<file path="src/rtl/alu_cmd_sequencer.sv">
// rtl/alu_cmd_sequencer.sv - accumulator command engine in front of the combinational ALU
//
// Purpose:
//   Accepts one command at a time, drives the ALU from the accumulator,
//   latched operand/opcode and carry flag, writes the ALU result back into
//   the accumulator, and returns the result with its flags.
//   Opcode 0 (LOAD) is handled locally; 1..15 go to the ALU.
//
// Ports:
//   clk, rst_n          clock (rising edge), asynchronous active-low reset
//   cmd_valid/ready     command handshake
//   cmd_opcode          0 = LOAD, 1..15 = ALU operation
//   cmd_operand         B operand or load value
//   rsp_valid/ready     response handshake
//   rsp_data            result value (accumulator on a rejected opcode)
//   rsp_flags           {parity, borrow, zero, carry}
//   rsp_err             ALU rejected the opcode
//   acc_out             current accumulator
//   alu_a/b/carry_in/opcode   registered ALU operand side
//   alu_y, alu_carry_out, alu_zero, alu_borrow, alu_parity, alu_invalid_op
//                       ALU result side, sampled only in EXEC

module alu_cmd_sequencer #(
  parameter int BUS_WIDTH = 8
) (
  input  logic                 clk,
  input  logic                 rst_n,
  input  logic                 cmd_valid,
  output logic                 cmd_ready,
  input  logic [3:0]           cmd_opcode,
  input  logic [BUS_WIDTH-1:0] cmd_operand,
  output logic                 rsp_valid,
  input  logic                 rsp_ready,
  output logic [BUS_WIDTH-1:0] rsp_data,
  output logic [3:0]           rsp_flags,
  output logic                 rsp_err,
  output logic [BUS_WIDTH-1:0] acc_out,
  output logic [BUS_WIDTH-1:0] alu_a,
  output logic [BUS_WIDTH-1:0] alu_b,
  output logic                 alu_carry_in,
  output logic [3:0]           alu_opcode,
  input  logic [BUS_WIDTH-1:0] alu_y,
  input  logic                 alu_carry_out,
  input  logic                 alu_zero,
  input  logic                 alu_borrow,
  input  logic                 alu_parity,
  input  logic                 alu_invalid_op
);

  typedef enum logic [1:0] {
    S_IDLE = 2'd0,
    S_EXEC = 2'd1,
    S_RESP = 2'd2
  } state_t;

  localparam logic [3:0] OP_LOAD = 4'd0;

  state_t               r_state;
  logic [BUS_WIDTH-1:0] r_acc;
  logic [BUS_WIDTH-1:0] r_operand;
  logic [3:0]           r_opcode;
  logic                 r_carry;
  logic                 r_borrow;
  logic                 r_zero;
  logic                 r_parity;
  logic [BUS_WIDTH-1:0] r_rsp_data;
  logic                 r_rsp_err;
  logic                 r_rsp_valid;
  logic                 r_cmd_ready;

  logic                 w_is_load;
  logic                 w_load_zero;
  logic                 w_load_parity;

  assign w_is_load     = (r_opcode == OP_LOAD);
  assign w_load_zero   = (r_operand == '0);
  assign w_load_parity = ^r_operand;

  always_ff @(posedge clk or negedge rst_n) begin
    if (!rst_n) begin
      r_state     <= S_IDLE;
      r_acc       <= '0;
      r_operand   <= '0;
      r_opcode    <= 4'd0;
      r_carry     <= 1'b0;
      r_borrow    <= 1'b0;
      r_zero      <= 1'b0;
      r_parity    <= 1'b0;
      r_rsp_data  <= '0;
      r_rsp_err   <= 1'b0;
      r_rsp_valid <= 1'b0;
      r_cmd_ready <= 1'b1;
    end else begin
      case (r_state)
        S_IDLE: begin
          if (cmd_valid && r_cmd_ready) begin
            r_opcode    <= cmd_opcode;
            r_operand   <= cmd_operand;
            r_cmd_ready <= 1'b0;
            r_state     <= S_EXEC;
          end
        end

        S_EXEC: begin
          if (w_is_load) begin
            // ALU flags invalid_op for opcode 0; that is expected and ignored.
            r_acc      <= r_operand;
            r_carry    <= 1'b0;
            r_borrow   <= 1'b0;
            r_zero     <= w_load_zero;
            r_parity   <= w_load_parity;
            r_rsp_data <= r_operand;
            r_rsp_err  <= 1'b0;
          end else if (alu_invalid_op) begin
            // Rejected opcode: machine state untouched, echo the accumulator.
            r_rsp_data <= r_acc;
            r_rsp_err  <= 1'b1;
          end else begin
            r_acc      <= alu_y;
            r_carry    <= alu_carry_out;
            r_borrow   <= alu_borrow;
            r_zero     <= alu_zero;
            r_parity   <= alu_parity;
            r_rsp_data <= alu_y;
            r_rsp_err  <= 1'b0;
          end
          r_rsp_valid <= 1'b1;
          r_state     <= S_RESP;
        end

        S_RESP: begin
          // Returning to IDLE rather than accepting here guarantees at least
          // one IDLE cycle between responses (no bypass path).
          if (rsp_ready) begin
            r_rsp_valid <= 1'b0;
            r_cmd_ready <= 1'b1;
            r_state     <= S_IDLE;
          end
        end

        default: begin
          r_rsp_valid <= 1'b0;
          r_cmd_ready <= 1'b1;
          r_state     <= S_IDLE;
        end
      endcase
    end
  end

  assign cmd_ready    = r_cmd_ready;
  assign rsp_valid    = r_rsp_valid;
  assign rsp_data     = r_rsp_data;
  assign rsp_flags    = {r_parity, r_borrow, r_zero, r_carry};
  assign rsp_err      = r_rsp_err;
  assign acc_out      = r_acc;
  assign alu_a        = r_acc;
  assign alu_b        = r_operand;
  assign alu_carry_in = r_carry;
  assign alu_opcode   = r_opcode;

endmodule

</file>
<file path="config.mk">
export PLATFORM = sky130hd
export DESIGN_NAME = alu_cmd_sequencer
export DESIGN_NICKNAME = d
export VERILOG_FILES = /design/src/rtl/alu_cmd_sequencer.sv
export SDC_FILE = /design/constraint.sdc
export NUM_CORES = 1
export LEC_CHECK = 0
export ABC_AREA = 1
export BUFFER_PORTS_ARGS = -buffer_cell sky130_fd_sc_hd__buf_2
export CAP_MARGIN = 5
export CORE_MARGIN = 5
export CORE_UTILIZATION = 46
export DETAILED_ROUTE_END_ITERATION = 16
export PLACE_DENSITY = 0.78
export SLEW_MARGIN = 20
export SYNTH_ARGS = -nofsm -noshare
export SYNTH_HDL_FRONTEND = slang
export SYNTH_SLANG_ARGS = --single-unit
</file>
<file path="constraint.sdc">
create_clock -name clk -period 1.49 [get_ports clk]
set_input_delay 0.2235 -clock clk [delete_from_list [all_inputs] [get_ports clk]]
set_output_delay 0.2235 -clock clk [all_outputs]
set_load 0.02 [all_outputs]
</file>
==> impl.org, run 1 <==
** Worst setup path
- Setup slack on the worst reg-to-reg path comes out at 0.22 ns.
- Endpoint of the worst setup timing path :: r_parity
- Stages on the worst setup path :: 9
- The largest individual stage delay along the critical path comes from the cell sky130_fd_sc_hd__dfrtp_1.
- For the worst setup path, the data required time is 1.77 ns.
- STA puts the critical path data arrival time at 1.55 ns.
- The worst setup path is launched from a flip-flop.
- Critical Path Start :: alu_b[4]
- Slowest Stage Delay on Critical Path :: 0.40 ns
- Buf+Inv Stages, Crit Path :: 2
- The setup path with the least slack is of type reg2reg.
- End of the worst register-to-register path :: r_parity
- By instance count, the cell type seen most on the critical path is sky130_fd_sc_hd__nand2_1.
- Peak fanout along the critical path :: 3
- The worst register-to-register path begins at alu_b[4].
- Broken down by cell family, the worst path's largest delay share belongs to flip-flops.
- Crit path capture type :: flip-flop
- Cell-by-cell trace of the critical path :: inv_1, ha_1, nand2_1, inv_1, nor2_1, nand2_1, nand3_1, nand2_1, nand2_1
- R2R depth :: 9

** STA
- RSZ-0062 raised after global routing :: no
- Static timing analysis puts the maximum clock frequency at 790 MHz.
- Tmin final :: 1.27 ns
- The count of endpoints failing hold in the final timing report came to 0.
- Adding up every negative setup slack in the final design gives 0 ns.
- The clock arrives with 0.00365 ns of skew.
- The worst pin sits at a relative slew slack of 57.1%.
- Final hold slack :: 0.0838 ns
- Dividing the final minimum period by the clock period gives 85.0%.
- Final setup violation count :: 0
- At the pin with the least slew margin, the transition time is 0.644 ns.
- The max-slew violation total from the final report was 0.

** Global routing
- Leftover overflow at the end of global routing :: 0
- Number of antenna violations at the first check in global routing :: 0
- In the global route stage, overall resource usage came out at 15.0%.
- Vias in the first global route :: 1291
- Pin count of the biggest net entering global routing :: 30
- Wire length of the first global-routing pass :: 5760 µm

** Synth
- #FFs+latches synth :: 29
- Post-synthesis cell count :: 193
- Count of flip-flops with a built-in enable after synthesis :: 0
- The share of the Yosys chip area taken by registers is 45.4%.
- Of the post-synthesis cell area, the dominant cell type holds 43.8%.
- Among all flip-flop cells after synthesis, the most frequent one is sky130_fd_sc_hd__dfrtp_1.
- Cell type with the largest total area after synthesis :: sky130_fd_sc_hd__dfrtp_1
- Ys Warns :: 0
- Ranked by instance count, the synthesized netlist is headed by sky130_fd_sc_hd__nand2_1, sky130_fd_sc_hd__dfrtp_1, sky130_fd_sc_hd__buf_4.
- Async set-reset flop share out of synthesis :: 100%
- Leading post-synthesis cells by cell area :: sky130_fd_sc_hd__dfrtp_1, sky130_fd_sc_hd__nand2_1, sky130_fd_sc_hd__buf_4
- sky130_fd_sc_hd__nand2_1 is the most common cell in the netlist.
- The number of nets in the synthesized netlist is 226.
- Number of distinct library cells after synthesis :: 22
- Summing every instance area after synthesis gives 1600 µm².
- Avg Cell Area, Syn :: 8.30 µm²

** Detailed routing
- Routed vias :: 1352
- Number of detailed-route iterations in the first pass :: 4
- Antenna-violating nets left :: 0
- For this run, design rule violations remaining after detail routing come to 0.
- Number of vias per cell :: 4.55
- Initial detailed-routing violation count :: 73
- WL final :: 3440 µm
- Routed wire per std cell :: 11.6 µm

** Place
- The wire-length estimate of the detail-placed layout is 2650 µm.
- The placed instances occupy a cell area of 1840 µm².
- The count of buffers added on input and output ports is 72.
- Routability-driven placement finished with a final weighted congestion of 0.764.
- Total instance count after detailed placement :: 288

** Clock tree
- The tree built by TritonCTS fans out to 29 sinks.
- Total CTS buffers :: 5
- Number of gates given a new drive strength after cts :: 0
- Clock slew seen by the registers of the worst setup and hold paths :: 0.09 ns
- CTS H-tree depth :: 2
- TritonCTS built the clock tree.
- No sink is reached through more buffers than the 2 on the longest clock path.
- Clock Tree Root :: sky130_fd_sc_hd__clkbuf_4
- Skew-Pair Late Insertion Delay :: 0.33 ns

** Power
- Power spread over the standard cell area amounts to 2490 nW/µm².
- Reported net switching power :: 2370 µW
- In this run switching power makes up 49.6% of total power.
- Sequential cells account for 29.7% of the total power.
- Internal power contribution :: 2410 µW
- Leakage :: 0.00115 µW
- In this run, the combinational gates consume 58.7% of the power.
- Clock power share :: 11.6%
- Max rail drop VDD :: 0.963 mV

** Run
- Number of violations of the max-capacitance limit :: 0

** Floorplan
- Die Ht :: 69.0 µm
- The initial utilization of the core area, before any placement, comes to 47.6%.
- The die covers 4760 µm².
- Die span in x :: 69.0 µm
- In this run the core area contains 21 standard-cell rows.
- For this design the top-level I/O count stands at 73.
- After floorplanning, the core was sized to cover 3360 µm².

** Final layout
- Layout cells sized above 1 :: 42.2%
- N_diodes :: 0
- Final core area utilization :: 57.1%
- Final instance area :: 1920 µm²
- The finished layout holds 297 standard cells, fillers aside.
- Layout fillers :: 343
- P&R area growth vs syn :: 19.9%
- In the final design database the tool counted 283 nets.

** Outcome
- The run finished with clean final reports.

** Worst hold path
- In this run the worst hold path is classified as in2reg.
## per-stage QoR
step / power (µW) / worst slack, ns
finish: 4780 / 0.224
floorplan: 3780 / 0.179
CTS: 4840 / 0.202
global placement: 4200 / 0.264
global route: 5180 / 0.109
detailed placement: 4260 / 0.240
## sequential cells by signal, indices dropped and copies added, names as in the netlist
register,flops
alu_b,8
alu_carry_in,1
alu_opcode,4
cmd_ready,1
r_borrow,1
r_parity,1
r_state,2
r_zero,1
rsp_data,8
rsp_err,1
rsp_valid,1
## worst min-delay path: cells and delay by family
kind	cells	cell delay [ns]
buf+inv	1	0.07
simple gates	2	0.09
## how the worst min path moves through the flow
stage	start	endpoint	slack [ns]	depth (start not counted)
finish	cmd_opcode[0]	alu_opcode[0]	0.08	3
global route	cmd_opcode[2]	alu_opcode[2]	0.08	3
CTS	cmd_opcode[2]	alu_opcode[2]	0.07	3
detailed placement	rst_n	alu_opcode[2]	0.28	1
global placement	rst_n	alu_opcode[3]	0.28	1
floorplan	rst_n	alu_b[0]	-0.07	0
## power groups by stage
stage | Clock [µW] | Sequential, µW | Combinational [µW]
after global routing | 601 | 1500 | 3080
after detailed placement | 0 | 1440 | 2820
after floorplan | 0 | 1830 | 1960
final | 554 | 1420 | 2800
after global placement | 0 | 1420 | 2780
after CTS | 571 | 1420 | 2840
## repair_timing
action	4_1_cts	5_1_grt
hold buffers	1	0
setup endpoints to repair	0	0
endpoints found under the hold margin	28	0
buffers inserted	0	0
## logic make-up (layout without fill, tap and decap cells)
family | after synthesis | count (layout) | synth area share (%)
adder cells (fa/ha/maj) | 4 | 4 | 3.13
AO/OA/AOI/OAI | 23 | 23 | 9.14
flip-flops | 29 | 29 | 45.4
buffers and inverters | 45 | 103 | 17.7
AND/OR/NAND/NOR | 92 | 92 | 24.7
## cell type report
type	count	area (µm²)	share of cell area, %
Tap cell	46	57.6	3.00
Sequential cell	29	727	37.9
Inverter	20	76.3	3.97
Timing Repair Buffer	75	398	20.7
Multi-Input combinational cell	119	592	30.8
Clock inverter	1	5.00	0.261
Clock buffer	7	65.1	3.39
## per-layer routing
layer	vias up	routed length, µm	GRT usage (%)
met5	-	0	0
met4	0	60	6.72
met3	5	292	5.81
met2	49	1660	25.4
met1	612	1430	16.4
li1	686	-	-
## cell usage in the layout (no fill, tap or decap), types with 2 or more instances in the layout
cell and n:
sky130_fd_sc_hd__buf_2 72, sky130_fd_sc_hd__nand2_1 68, sky130_fd_sc_hd__dfrtp_1 28, sky130_fd_sc_hd__inv_1 18
sky130_fd_sc_hd__o21ai_0 10, sky130_fd_sc_hd__nand2_2 9, sky130_fd_sc_hd__o21ai_2 7, sky130_fd_sc_hd__nor2_1 6
sky130_fd_sc_hd__clkbuf_4 5, sky130_fd_sc_hd__ha_1 4, sky130_fd_sc_hd__nor2_2 3, sky130_fd_sc_hd__nand3_1 3
sky130_fd_sc_hd__o21ai_1 3, sky130_fd_sc_hd__clkinv_2 2, sky130_fd_sc_hd__clkbuf_8 2
Note: power is estimated with default switching activity, not from simulation.
==> run 2, diff against run 1 <==
ABC_AREA = 0   (was 1)
PLACE_DENSITY = 0.79   (was 0.78)
clock period = 1.3 ns   (was 1.49 ns; I/O delays follow)
==> run 2 against run 1 <==
  * Worst setup slack worse by 0.42 ns
  * Sequential power rose by 11%
  * Sequential cell count stayed put
  * Count of clock-buffer cells in the layout is 1 lower
  * Clock power shrank 6.3%
  * The run now ends with setup timing left
  * Combinational power rose by 31%
  * Sequential share of layout area fell by 4.9 points
  * Cell area grew 15%
  * Global-route usage increased by 1.8 points
  * Non-clock buffer count is 27 higher
  * Largest power group unchanged
  * Die area is 4.7% lower
  * Synthesized cell count decreased by 20%
==> impl.org, run 2 <==
** Final layout
- The number of filler cells placed in the layout was 251 (was 343).
- The count of placed standard cells in the final layout, fillers left out came to 282 (was 297).
- The post-route cell area was 2220 µm² (was 1920 µm²).
- The leading cell type in the layout, fill and taps excluded was sky130_fd_sc_hd__buf_2 (unchanged).
- Commonest cells after routing, fill and taps aside: sky130_fd_sc_hd__buf_2, sky130_fd_sc_hd__dfrtp_1, sky130_fd_sc_hd__buf_4 (was sky130_fd_sc_hd__buf_2, sky130_fd_sc_hd__nand2_1, sky130_fd_sc_hd__dfrtp_1).
- The final core area utilization came to 71.5% (was 57.1%).
- Layout cells sized above 1 :: 58.4% (was 42.2%)
- N_diodes :: 0 (unchanged)
- Final #Nets :: 270 (was 283)
- The area added between synthesis and finish came to 46.4% (was 19.9%).

** STA
- The max-slew violation total from the final report was 0 (unchanged).
- The share of the clock period used by the worst path after layout is 115% (was 85.0%).
- Worst clock skew :: 0.00575 ns (was 0.00365 ns)
- Worst setup margin :: -0.199 ns (was 0.224 ns)
- The count of endpoints failing hold in the final timing report was 0 (unchanged).
- RSZ-0062 raised after global routing :: yes (was no)
- The post-layout minimum cycle time came to 1.50 ns (was 1.27 ns).
- The setup-violating endpoint count in the final report was 16 (was 0).
- Accumulated negative setup slack :: -1.96 ns (was 0 ns)
- Max Clock Freq :: 667 MHz (was 790 MHz)
- The measured slew at the worst slew-check pin is 0.632 ns (was 0.644 ns).
- The headroom to the max-slew limit is 57.9% (was 57.1%).

** Global routing
- The initial antenna violation count was 0 (unchanged).
- Global-route total usage across every layer :: 16.7% (was 15.0%)
- Leftover overflow at the end of global routing :: 0 (unchanged)
- Vias in the first global route :: 1239 (was 1291)
- The pin count of the biggest net entering global routing is 30 (unchanged).
- The global-route wire length before repair is 5590 µm (was 5760 µm).

** Synth
- Async set-reset flop share out of synthesis :: 100% (unchanged)
- The instance count of the mapped netlist is 154 (was 193).
- Most repeated cell in the gate-level netlist after synthesis :: sky130_fd_sc_hd__dfrtp_1 (was sky130_fd_sc_hd__nand2_1)
- Primary FF master, synth :: sky130_fd_sc_hd__dfrtp_1 (unchanged)
- Ys Warns :: 0 (unchanged)
- The net count after synthesis is 187 (was 226).
- Mapped Area :: 1510 µm² (was 1600 µm²)
- The number of synthesized flops with an enable pin is 0 (unchanged).
- Number of distinct library cells after synthesis :: 32 (was 22)
- The biggest area consumer among synthesized cells is sky130_fd_sc_hd__dfrtp_1 (unchanged).
- #FFs+latches synth :: 29 (unchanged)
- Leading post-synthesis cells by cell area :: sky130_fd_sc_hd__dfrtp_1, sky130_fd_sc_hd__buf_4, sky130_fd_sc_hd__nand2_1 (was sky130_fd_sc_hd__dfrtp_1, sky130_fd_sc_hd__nand2_1, sky130_fd_sc_hd__buf_4)
- The post-synthesis area per instance is 9.83 µm² (was 8.30 µm²).
- Sequential share of the synthesized area :: 48.0% (was 45.4%)
- The top cell type's share of synthesized area was 46.3% (was 43.8%).
- Top cells by instance count after synthesis: sky130_fd_sc_hd__dfrtp_1, sky130_fd_sc_hd__nand2_1, sky130_fd_sc_hd__buf_4 (was sky130_fd_sc_hd__nand2_1, sky130_fd_sc_hd__dfrtp_1, sky130_fd_sc_hd__buf_4).

** Worst setup path
- Cell with the largest stage delay on the worst path :: sky130_fd_sc_hd__or4_4 (was sky130_fd_sc_hd__dfrtp_1)
- The worst path required time came to 1.51 ns (was 1.77 ns).
- The arrival time of the worst setup path was 1.71 ns (was 1.55 ns).
- The largest fanout on the critical path is 6 (was 3).
- The gate family responsible for the most delay along the worst path is simple AND/OR/NAND/NOR gates (was flip-flops).
- Slowest Stage Delay on Critical Path :: 0.61 ns (was 0.40 ns)
- The start-to-end type of the worst setup path is reg2reg (unchanged).
- Crit path capture type :: flip-flop (unchanged)
- The kind of launch point of the worst setup path is a flip-flop (unchanged).
- Cell-by-cell trace of the critical path :: or4_4, a21oi_4, o221ai_1 (was inv_1, ha_1, nand2_1, inv_1, nor2_1, nand2_1, nand3_1, nand2_1, nand2_1)
- Buf+Inv Stages, Crit Path :: 0 (was 2)

** Detailed routing
- Number of vias per cell :: 4.95 (was 4.55)
- The count of nets left with antenna violations after detail routing came to 0 (unchanged).
- The initial detailed-routing violation count came to 69 (was 73).
- Number of detailed-route iterations in the first pass :: 4 (unchanged)
- The total wirelength of the detailed-routed design was 4070 µm (was 3440 µm).
- The total number of vias is 1396 (was 1352).
- The per-cell routed wire length was 14.4 µm (was 11.6 µm).
- The detailed-route DRC error count came to 0 (unchanged).

** Place
- Placer Congestion :: 0.752 (was 0.764)
- The placed wire-length estimate is 2740 µm (was 2650 µm).
- The count of buffers from port buffering came to 72 (unchanged).
- Total instance count after detailed placement :: 267 (was 288)
- Instance area after placement :: 1940 µm² (was 1840 µm²)

** Power
- Reported net switching power :: 2580 µW (was 2370 µW)
- The internal portion of total power is 3180 µW (was 2410 µW).
- Fraction of power consumed by sequential logic :: 27.2% (was 29.7%)
- Leakage :: 0.00110 µW (was 0.00115 µW)
- Max rail drop VDD :: 1.40 mV (was 0.963 mV)
- The switching part of the total was 44.8% (was 49.6%).
- Combinational share of power :: 63.8% (was 58.7%)
- The overall power after layout came to 5760 µW (was 4780 µW).
- Power density cells :: 2600 nW/µm² (was 2490 nW/µm²)
- The fraction of power consumed by the clock network came to 9.0% (was 11.6%).

** Floorplan
- The core area came to 3100 µm² (was 3360 µm²).
- Top-level I/O count :: 73 (unchanged)
- The die height was 67.4 µm (was 69.0 µm).
- The horizontal die dimension was 67.4 µm (was 69.0 µm).
- Starting utilization of the core area :: 48.8% (was 47.6%)
- The full die area was 4540 µm² (was 4760 µm²).
- The cell row count came to 20 (was 21).

** Outcome
- Run status :: finished, violations left (was complete, no violations)
- The checks that failed: setup timing.

** Clock tree
- Clock Tree Root :: sky130_fd_sc_hd__clkbuf_4 (unchanged)
- The maximum root-to-sink buffer count was 2 (unchanged).
- Clock slew seen by the registers of the worst setup and hold paths :: 0.09 ns (about the same)
- CTS sink count :: 29 (unchanged)
- Skew-Pair Late Insertion Delay :: 0.33 ns (about the same)
- Total CTS buffers :: 5 (unchanged)
- The CTS tree is yes (unchanged).
- CTS H-tree depth :: 2 (unchanged)

** Worst hold path
- Min-Delay Path Class :: in2reg (unchanged)

** Run
- Number of violations of the max-capacitance limit :: 0 (unchanged)
## run 2: timing repair
action                                  CTS  global route
hold buffers                              1             0
endpoints found under the setup margin   26            20
cloned                                    1             2
resized for setup                        19            30
buffers inserted                          1             2
endpoints found under the hold margin    28             0
pin swaps                                10             6
## run 2: metal layers
layer	track usage (%)	up-vias	wire, µm
met5	0	-	0
met4	7.85	0	138
met3	5.49	18	287
met2	27.1	57	2050
met1	20.0	645	1600
li1	-	676	-
## run 2: worst register-to-register path: cells and delay by family, from the launching register on
| family | cells | cell delay, ns |
|---|---|---|
| compound gates | 2 | 0.37 |
| simple gates | 1 | 0.61 |
| flops | 1 | 0.41 |
## run 2: cells by family after synthesis
family          Yosys count  synth area share (%)
fa+ha+maj                 4                  3.31
compound gates           27                  13.4
mux                       5                  3.64
xor+xnor                  3                  1.74
flops                    29                  48.0
buf+inv                  44                  16.7
simple gates             42                  13.2
## run 2: layout make-up
type | instances | area [µm²] | share of cell area [%]
multi-input cells | 82 | 656 | 29.6
inverters | 17 | 63.8 | 2.88
clock buffers | 6 | 41.3 | 1.86
repair buffers | 102 | 662 | 29.9
clock inverters | 2 | 10.0 | 0.451
well taps | 44 | 55.1 | 2.48
flip-flops and latches | 29 | 729 | 32.9
## run 2: worst paths after layout
kind	from	endpoint	slack, ns	cells past startpoint
min in group asynchronous	rst_n	r_parity	0.42	2
max	alu_opcode[0]	rsp_data[0]	-0.20	3
max in group asynchronous	rst_n	alu_opcode[1]	0.43	2
min reg2reg	rsp_valid	rsp_valid	0.48	1
min	cmd_operand[4]	alu_b[4]	0.06	3
max reg2reg	alu_opcode[0]	rsp_data[0]	-0.20	3
## run 2: metrics by stage
stage / setup slack [ns] / hold slack [ns]
after global routing: -0.251 / 0.0636
final: -0.199 / 0.0579
after floorplan: -0.276 / -0.101
after CTS: -0.224 / 0.0623
after global placement: -0.207 / 0.240
after detailed placement: -0.231 / 0.245
## run 2: power groups by stage
| stage | Combinational [µW] | Sequential, µW | Clock [µW] |
|---|---|---|---|
| global route | 3940 | 1610 | 573 |
| finish | 3670 | 1570 | 519 |
| CTS | 3390 | 1550 | 517 |
| global placement | 3040 | 1530 | 0 |
| floorplan | 1700 | 2040 | 0 |
| detailed placement | 3100 | 1560 | 0 |
